--- config.mk ---
export PLATFORM = sky130hd
export DESIGN_NAME = irq_ctrl
export DESIGN_NICKNAME = d
export VERILOG_FILES = /design/src/rtl/csr_pkg.sv /design/src/rtl/sync_ff.sv /design/src/rtl/irq_ctrl.sv
export SDC_FILE = /design/constraint.sdc
export NUM_CORES = 1
export LEC_CHECK = 0
export CORE_UTILIZATION = 33
export CTS_BUF_LIST = sky130_fd_sc_hd__clkbuf_8 sky130_fd_sc_hd__clkbuf_16
export DETAILED_ROUTE_END_ITERATION = 6
export PLACE_DENSITY_LB_ADDON = 0.25
export SLEW_MARGIN = 20
export SYNTH_ARGS = -nofsm -noshare
export SYNTH_HDL_FRONTEND = slang
export SYNTH_SLANG_ARGS = --single-unit
--- constraint.sdc ---
create_clock -name clk_i -period 3.3 [get_ports clk_i]
set_input_delay 0.66 -clock clk_i [delete_from_list [all_inputs] [get_ports clk_i]]
set_output_delay 0.66 -clock clk_i [all_outputs]
set_load 0.01 [all_outputs]
--- src/rtl/csr_pkg.sv ---
// Shared CSR constants for the machine-mode interrupt path: addresses, interrupt
// bit positions and the mcause values reported for each interrupt source.
package csr_pkg;

  localparam int unsigned Xlen = 32;

  localparam logic [11:0] CSRmstatus = 12'h300;
  localparam logic [11:0] CSRmie     = 12'h304;
  localparam logic [11:0] CSRmip     = 12'h344;

  localparam int unsigned IntBitMSI = 3;
  localparam int unsigned IntBitMTI = 7;
  localparam int unsigned IntBitMEI = 11;

  localparam int unsigned MstatusMIE  = 3;
  localparam int unsigned MstatusMPIE = 7;

  localparam logic [Xlen-1:0] IntMask = {{(Xlen-12){1'b0}}, 12'h888};

  localparam logic [Xlen-1:0] IntCauseMEI = {1'b1, {(Xlen-5){1'b0}}, 4'd11};
  localparam logic [Xlen-1:0] IntCauseMSI = {1'b1, {(Xlen-5){1'b0}}, 4'd3};
  localparam logic [Xlen-1:0] IntCauseMTI = {1'b1, {(Xlen-5){1'b0}}, 4'd7};

  // Fixed priority: external beats software beats timer.
  function automatic logic [Xlen-1:0] irq_select(input logic [Xlen-1:0] eligible);
    if (eligible[IntBitMEI]) begin
      return IntCauseMEI;
    end else if (eligible[IntBitMSI]) begin
      return IntCauseMSI;
    end else if (eligible[IntBitMTI]) begin
      return IntCauseMTI;
    end
    return '0;
  endfunction

endpackage

--- src/rtl/sync_ff.sv ---
// Multi-stage flip-flop synchronizer for a single asynchronous level.
module sync_ff #(
  parameter int unsigned Depth = 2
) (
  input  logic clk_i,
  input  logic rst_ni,
  input  logic d,
  output logic q
);

  logic [Depth-1:0] stages;

  always_ff @(posedge clk_i or negedge rst_ni) begin
    if (!rst_ni) begin
      stages <= '0;
    end else begin
      stages <= {stages[Depth-2:0], d};
    end
  end

  assign q = stages[Depth-1];

endmodule

--- src/rtl/irq_ctrl.sv ---
// Machine-mode interrupt controller: owns mstatus.MIE/MPIE, mie and mip, and hands
// the highest-priority eligible interrupt to the pipeline via req/ack.
module irq_ctrl
  import csr_pkg::*;
#(
  parameter int unsigned SyncStages = 2
) (
  input  logic            clk_i,
  input  logic            rst_ni,
  input  logic            meip_i,
  input  logic            mtip_i,
  input  logic            msip_i,
  input  logic            csr_we_i,
  input  logic [11:0]     csr_addr_i,
  input  logic [Xlen-1:0] csr_wdata_i,
  output logic [Xlen-1:0] csr_rdata_o,
  output logic            irq_req_o,
  output logic [Xlen-1:0] irq_cause_o,
  input  logic            irq_ack_i,
  input  logic            expt_taken_i,
  input  logic            mret_i
);

  typedef enum logic {
    IDLE,
    REQ
  } irq_state_e;

  localparam int unsigned CauseIdxW = $clog2(Xlen);

  logic            meip_sync, mtip_sync, msip_sync;
  logic [Xlen-1:0] mip, mie_q, mie_d, eligible, cause_q;
  logic            mstatus_mie_q, mstatus_mie_d, mstatus_mpie_q, mstatus_mpie_d;
  logic            wr_mstatus, wr_mie, trap, latched_eligible, latch_cause;
  irq_state_e      state_q, state_d;

  sync_ff #(.Depth(SyncStages)) u_sync_mei (.clk_i, .rst_ni, .d(meip_i), .q(meip_sync));
  sync_ff #(.Depth(SyncStages)) u_sync_mti (.clk_i, .rst_ni, .d(mtip_i), .q(mtip_sync));
  sync_ff #(.Depth(SyncStages)) u_sync_msi (.clk_i, .rst_ni, .d(msip_i), .q(msip_sync));

  always_comb begin
    mip            = '0;
    mip[IntBitMEI] = meip_sync;
    mip[IntBitMTI] = mtip_sync;
    mip[IntBitMSI] = msip_sync;
  end

  assign wr_mstatus = csr_we_i && (csr_addr_i == CSRmstatus);
  assign wr_mie     = csr_we_i && (csr_addr_i == CSRmie);
  assign trap       = irq_ack_i || expt_taken_i;

  // Trap entry outranks MRET, which outranks a CSR write to mstatus.
  always_comb begin
    mstatus_mie_d  = mstatus_mie_q;
    mstatus_mpie_d = mstatus_mpie_q;
    if (trap) begin
      mstatus_mpie_d = mstatus_mie_q;
      mstatus_mie_d  = 1'b0;
    end else if (mret_i) begin
      mstatus_mie_d  = mstatus_mpie_q;
      mstatus_mpie_d = 1'b1;
    end else if (wr_mstatus) begin
      mstatus_mie_d  = csr_wdata_i[MstatusMIE];
      mstatus_mpie_d = csr_wdata_i[MstatusMPIE];
    end
  end

  assign mie_d = wr_mie ? (csr_wdata_i & IntMask) : mie_q;

  always_ff @(posedge clk_i or negedge rst_ni) begin
    if (!rst_ni) begin
      mstatus_mie_q  <= 1'b0;
      mstatus_mpie_q <= 1'b0;
      mie_q          <= '0;
    end else begin
      mstatus_mie_q  <= mstatus_mie_d;
      mstatus_mpie_q <= mstatus_mpie_d;
      mie_q          <= mie_d;
    end
  end

  // Eligibility looks at this cycle's enable updates so a write takes effect next cycle.
  assign eligible         = mip & mie_d & {Xlen{mstatus_mie_d}};
  assign latched_eligible = eligible[cause_q[CauseIdxW-1:0]];

  always_ff @(posedge clk_i or negedge rst_ni) begin
    if (!rst_ni) begin
      state_q <= IDLE;
    end else begin
      state_q <= state_d;
    end
  end

  always_comb begin
    state_d = state_q;
    case (state_q)
      IDLE: if (|eligible) state_d = REQ;
      REQ:  if (irq_ack_i || !latched_eligible) state_d = IDLE;
      default: state_d = IDLE;
    endcase
  end

  always_comb begin
    irq_req_o   = (state_q == REQ);
    latch_cause = (state_q == IDLE) && (|eligible);
  end

  always_ff @(posedge clk_i or negedge rst_ni) begin
    if (!rst_ni) begin
      cause_q <= '0;
    end else if (latch_cause) begin
      cause_q <= irq_select(eligible);
    end
  end

  assign irq_cause_o = cause_q;

  always_comb begin
    csr_rdata_o = '0;
    case (csr_addr_i)
      CSRmstatus: begin
        csr_rdata_o[MstatusMIE]  = mstatus_mie_q;
        csr_rdata_o[MstatusMPIE] = mstatus_mpie_q;
      end
      CSRmie:  csr_rdata_o = mie_q;
      CSRmip:  csr_rdata_o = mip;
      default: csr_rdata_o = '0;
    endcase
  end

endmodule

==> summary.md <==
| Metric | Value |
|---|---|
| Worst-case register-to-register setup slack | `between 1500 and 2000 ps` |
| Slew @ Worst Pin | `about 680 ps` |
| Share of the cycle needed by the critical path after routing | `0.9709` |
| Post-synthesis to final-layout area growth | `16.40%` |
| Number of levels in the clock H-tree | `1` |
| Die outline height | `63.95 µm` |
| Post-layout nets | `about 220` |
| Worst endpoint required time | `2640 ps` |
| Worst hold path type | `flop to flop` |
| Static leakage | `about 0.70 nW` |
| Detail-routed via count per cell | `4.014` |
| Number of I/O port buffers | `32` |
| Result of the run | `finished clean` |
| Clk sinks | `15` |
| Fmax | `about 310 MHz` |
| Later-pin clock latency in the skew report | `~240 ps` |
| Proportion of synthesized chip area in sequential cells | `0.2964` |
| Cell variety after synth | `36` |
| Row count | `22` |
| Total routing resource utilization after global routing | `0.1069` |
| Cell with the most instances after synthesis | `sky130_fd_sc_hd__buf_4` |
| Cell types occupying the most area after synthesis | `sky130_fd_sc_hd__buf_4 34%, sky130_fd_sc_hd__dfrtp_1 30%, sky130_fd_sc_hd__mux2_2 3.6%, sky130_fd_sc_hd__mux2i_4 3.6%, sky130_fd_sc_hd__mux2i_1 3.2%` |
| Maximum number of pins on one net before global-route repair | `16` |
| Buffer levels on the longest clock path | `2` |
| First-pass GRT wire length | `3387 µm` |
| Initial DRC Count | `26` |
| Pwr dens | `~290 mW/mm²` |
| Sum of internal, switching and leakage power | `between 0.0004 and 0.0005 W` |
| Antenna diodes | `0` |
| Critical path endpoint category | `output pin` |
| Antenna violations before repair | `0` |
| Top_reg_cell synth | `sky130_fd_sc_hd__dfrtp_1` |
| Max-cap violations | `0` |
| Crit Path Category | `input pin to output pin` |
| Total global routing overflow | `0` |
| Post-CTS Setup Inserts | `0` |
| Hold Buf Count CTS | `0` |
| Ranking of synthesized cells by instance count | `58 x sky130_fd_sc_hd__buf_4, 15 x sky130_fd_sc_hd__dfrtp_1, 6 x sky130_fd_sc_hd__nand2_1` |
| Cell area after synthesis | `roughly 0.0013 mm²` |
| Total count of max-transition violations in the final report | `0` |
| Data arrival time at the worst-slack endpoint | `roughly 2500 ps` |
| Clock buffer count from CTS | `3` |
| Share of the core filled with cells in the final layout | `0.4026` |
| Mean Syn Cell Area | `about 9.4 µm²` |
| Synthesized netlist cell count | `134` |
| Max transition margin | `0.5465` |
| Post-DP Area | `0.001418 mm²` |
| Final instance area | `~0.0015 mm²` |
| Number of enable-type register cells in the synthesized netlist | `0` |
| Hold Path Stages | `0` |
| Post-detailed-route count of antenna-violating nets | `0` |
| Worst Hold End | `u_sync_msi.stages[1]` |
| Per-cell routed wire length | `around 10 µm` |
| Total vias in the final route | `863` |
| Warnings from Yosys | `0` |
| Total Neg Setup Slack | `0 ps` |
| Start point of the worst hold path | `u_sync_msi.stages[0]` |
| CP startpoint kind | `input pin` |
| Via count of the first global-routing pass | `around 760` |
| First-pass iteration count of the detailed router | `4` |
| Total wirelength of the detailed-routed design | `approximately 2200 µm` |
| Reg-to-Reg Start | `mstatus_mpie_q` |
| Post-synth top area share | `0.3439` |
| Fraction of final layout cells with drive strength greater than 1 | `0.1018` |
| Dominant cell type by area after synthesis | `sky130_fd_sc_hd__buf_4` |
| Chip width | `63.95 µm` |
| Setup repair after global routing missed its margin | `no` |
| Setup-violating endpoint count in the final report | `0` |
| RR Endpoint | `irq_cause_o[3]` |
| Routability congestion estimate | `approximately 0.77` |
| Top Ports | `~120` |
| Die area | `slightly above 0.004 mm²` |
| Clock-pin slew on the worst setup and hold paths | `60 ps` |
| CTS Root Cell | `sky130_fd_sc_hd__clkbuf_8` |
| Number of design rule violations left after detail routing | `0` |
| HPWL after DPL | `roughly 1700 µm` |
| Time the worst path needs with I/O delays and setup | `~3200 ps` |
| CTS tree | `built` |
| Worst Clk Skew | `0.9284 ps` |
| FFs w/ async S/R, synth | `1.000` |
| Critical Path Fanout Max | `3` |
| Core region area | `between 0.003 and 0.004 mm²` |
| Fillers | `roughly 380` |
| Number of cells traversed by the worst register-to-register path | `4` |
| Initial core utilization | `0.3459` |
| Flip-flop and latch count after synthesis | `15` |
| Max VDD drop | `approximately 0.19 mV` |
| Final hold vios | `0` |
## report_power, final
group          internal [W]  switching (W)   total, W
clock network     0.0000821      0.0000584   0.000141
logic             0.0000363      0.0000508  0.0000871
registers          0.000190     0.00000470   0.000195
## cells in the final DEF (no fill, tap or decap), types with 2 or more instances in the layout
cell type	Yosys	final
sky130_fd_sc_hd__dfrtp_1	15	15
sky130_fd_sc_hd__mux2i_4	2	2
sky130_fd_sc_hd__or4_4	2	2
sky130_fd_sc_hd__conb_1	1	56
sky130_fd_sc_hd__clkdlybuf4s50_1	0	32
sky130_fd_sc_hd__nand2_1	6	6
sky130_fd_sc_hd__and2_1	2	2
sky130_fd_sc_hd__nor2_1	3	3
sky130_fd_sc_hd__buf_4	58	2
sky130_fd_sc_hd__mux2i_1	4	4
sky130_fd_sc_hd__inv_1	1	2
sky130_fd_sc_hd__nand2b_1	2	2
sky130_fd_sc_hd__a21oi_1	2	2
sky130_fd_sc_hd__nand3_1	5	5
sky130_fd_sc_hd__o21ai_1	2	2
sky130_fd_sc_hd__o21ai_0	5	5
sky130_fd_sc_hd__mux2_2	4	4
sky130_fd_sc_hd__clkbuf_8	0	3
## how the worst max path moves through the flow
stage / start / endpoint / slack (ps) / cells past startpoint
finish: csr_addr_i[1] / csr_rdata_o[11] / 100 / 5
global route: csr_addr_i[1] / csr_rdata_o[11] / 10 / 5
CTS: csr_addr_i[1] / csr_rdata_o[11] / 40 / 5
detailed placement: csr_addr_i[1] / csr_rdata_o[11] / -40 / 5
global placement: csr_addr_i[1] / csr_rdata_o[11] / -50 / 5
floorplan: csr_addr_i[1] / irq_req_o / 710 / 6
## state kept, by name (all words and copies together) (netlist names)
| name | cells |
|---|---|
| irq_cause_o | 3 |
| mie_q | 3 |
| u_sync_mei.stages | 2 |
| u_sync_msi.stages | 2 |
| u_sync_mti.stages | 2 |
| irq_req_o | 1 |
| mstatus_mie_q | 1 |
| mstatus_mpie_q | 1 |
## per-stage QoR
stage / instances / hold WS [ps] / worst slack [ps]
6_report: 215 / 349.3 / 96.13
5_1_grt: 215 / 359.6 / 12.00
4_1_cts: 215 / 350.3 / 40.62
3_5_place_dp: 211 / 336.4 / -42.70
3_3_place_gp: 211 / 332.9 / -52.42
2_1_floorplan: 189 / 331.2 / 714.4
## layer usage
| layer | track usage | part of all wire | vias to the layer above | routed length, µm |
|---|---|---|---|---|
| met5 | 0 | 0 | - | 0 |
| met2 | 0.1862 | 0.48 | 48 | 1046 |
| met1 | 0.1229 | 0.42 | 400 | 914 |
| li1 | - | - | 413 | - |
| met4 | 0.05114 | 0.010 | 0 | 22 |
| met3 | 0.02321 | 0.082 | 2 | 176 |
## kinds of logic after synthesis
family / count (synthesis) / share of synthesized area
and+or+nand+nor: 29 / 0.1364
DFF: 15 / 0.2964
buffers and inverters: 61 / 0.3587
AOI/OAI and AO/OA: 17 / 0.09190
muxes: 11 / 0.1136
other: 1 / 0.002962
## cell type report
cell class              instances  area (µm²)  share of cell area
clock buffers                   3       41.29             0.02801
clock inverters                 1       3.754            0.002547
inverters                       1       3.754            0.002547
multi-input cells             113       654.4              0.4440
flip-flops and latches         15       375.4              0.2547
well taps                      48       60.06             0.04075
repair buffers                 34       335.3              0.2275
## critical path: stages
cell and delay [ps]:
sky130_fd_sc_hd__clkdlybuf4s50_1 400, sky130_fd_sc_hd__or4_4 560, sky130_fd_sc_hd__nor3_4 220, sky130_fd_sc_hd__and3_1 180, sky130_fd_sc_hd__clkdlybuf4s50_1 530
## what timing repair did
action | 4_1_cts | 5_1_grt
resized for setup | 1 | 1
endpoints found under the setup margin | 3 | 1
endpoints found under the hold margin | 0 | 0
(Power assumes the default switching activity.)
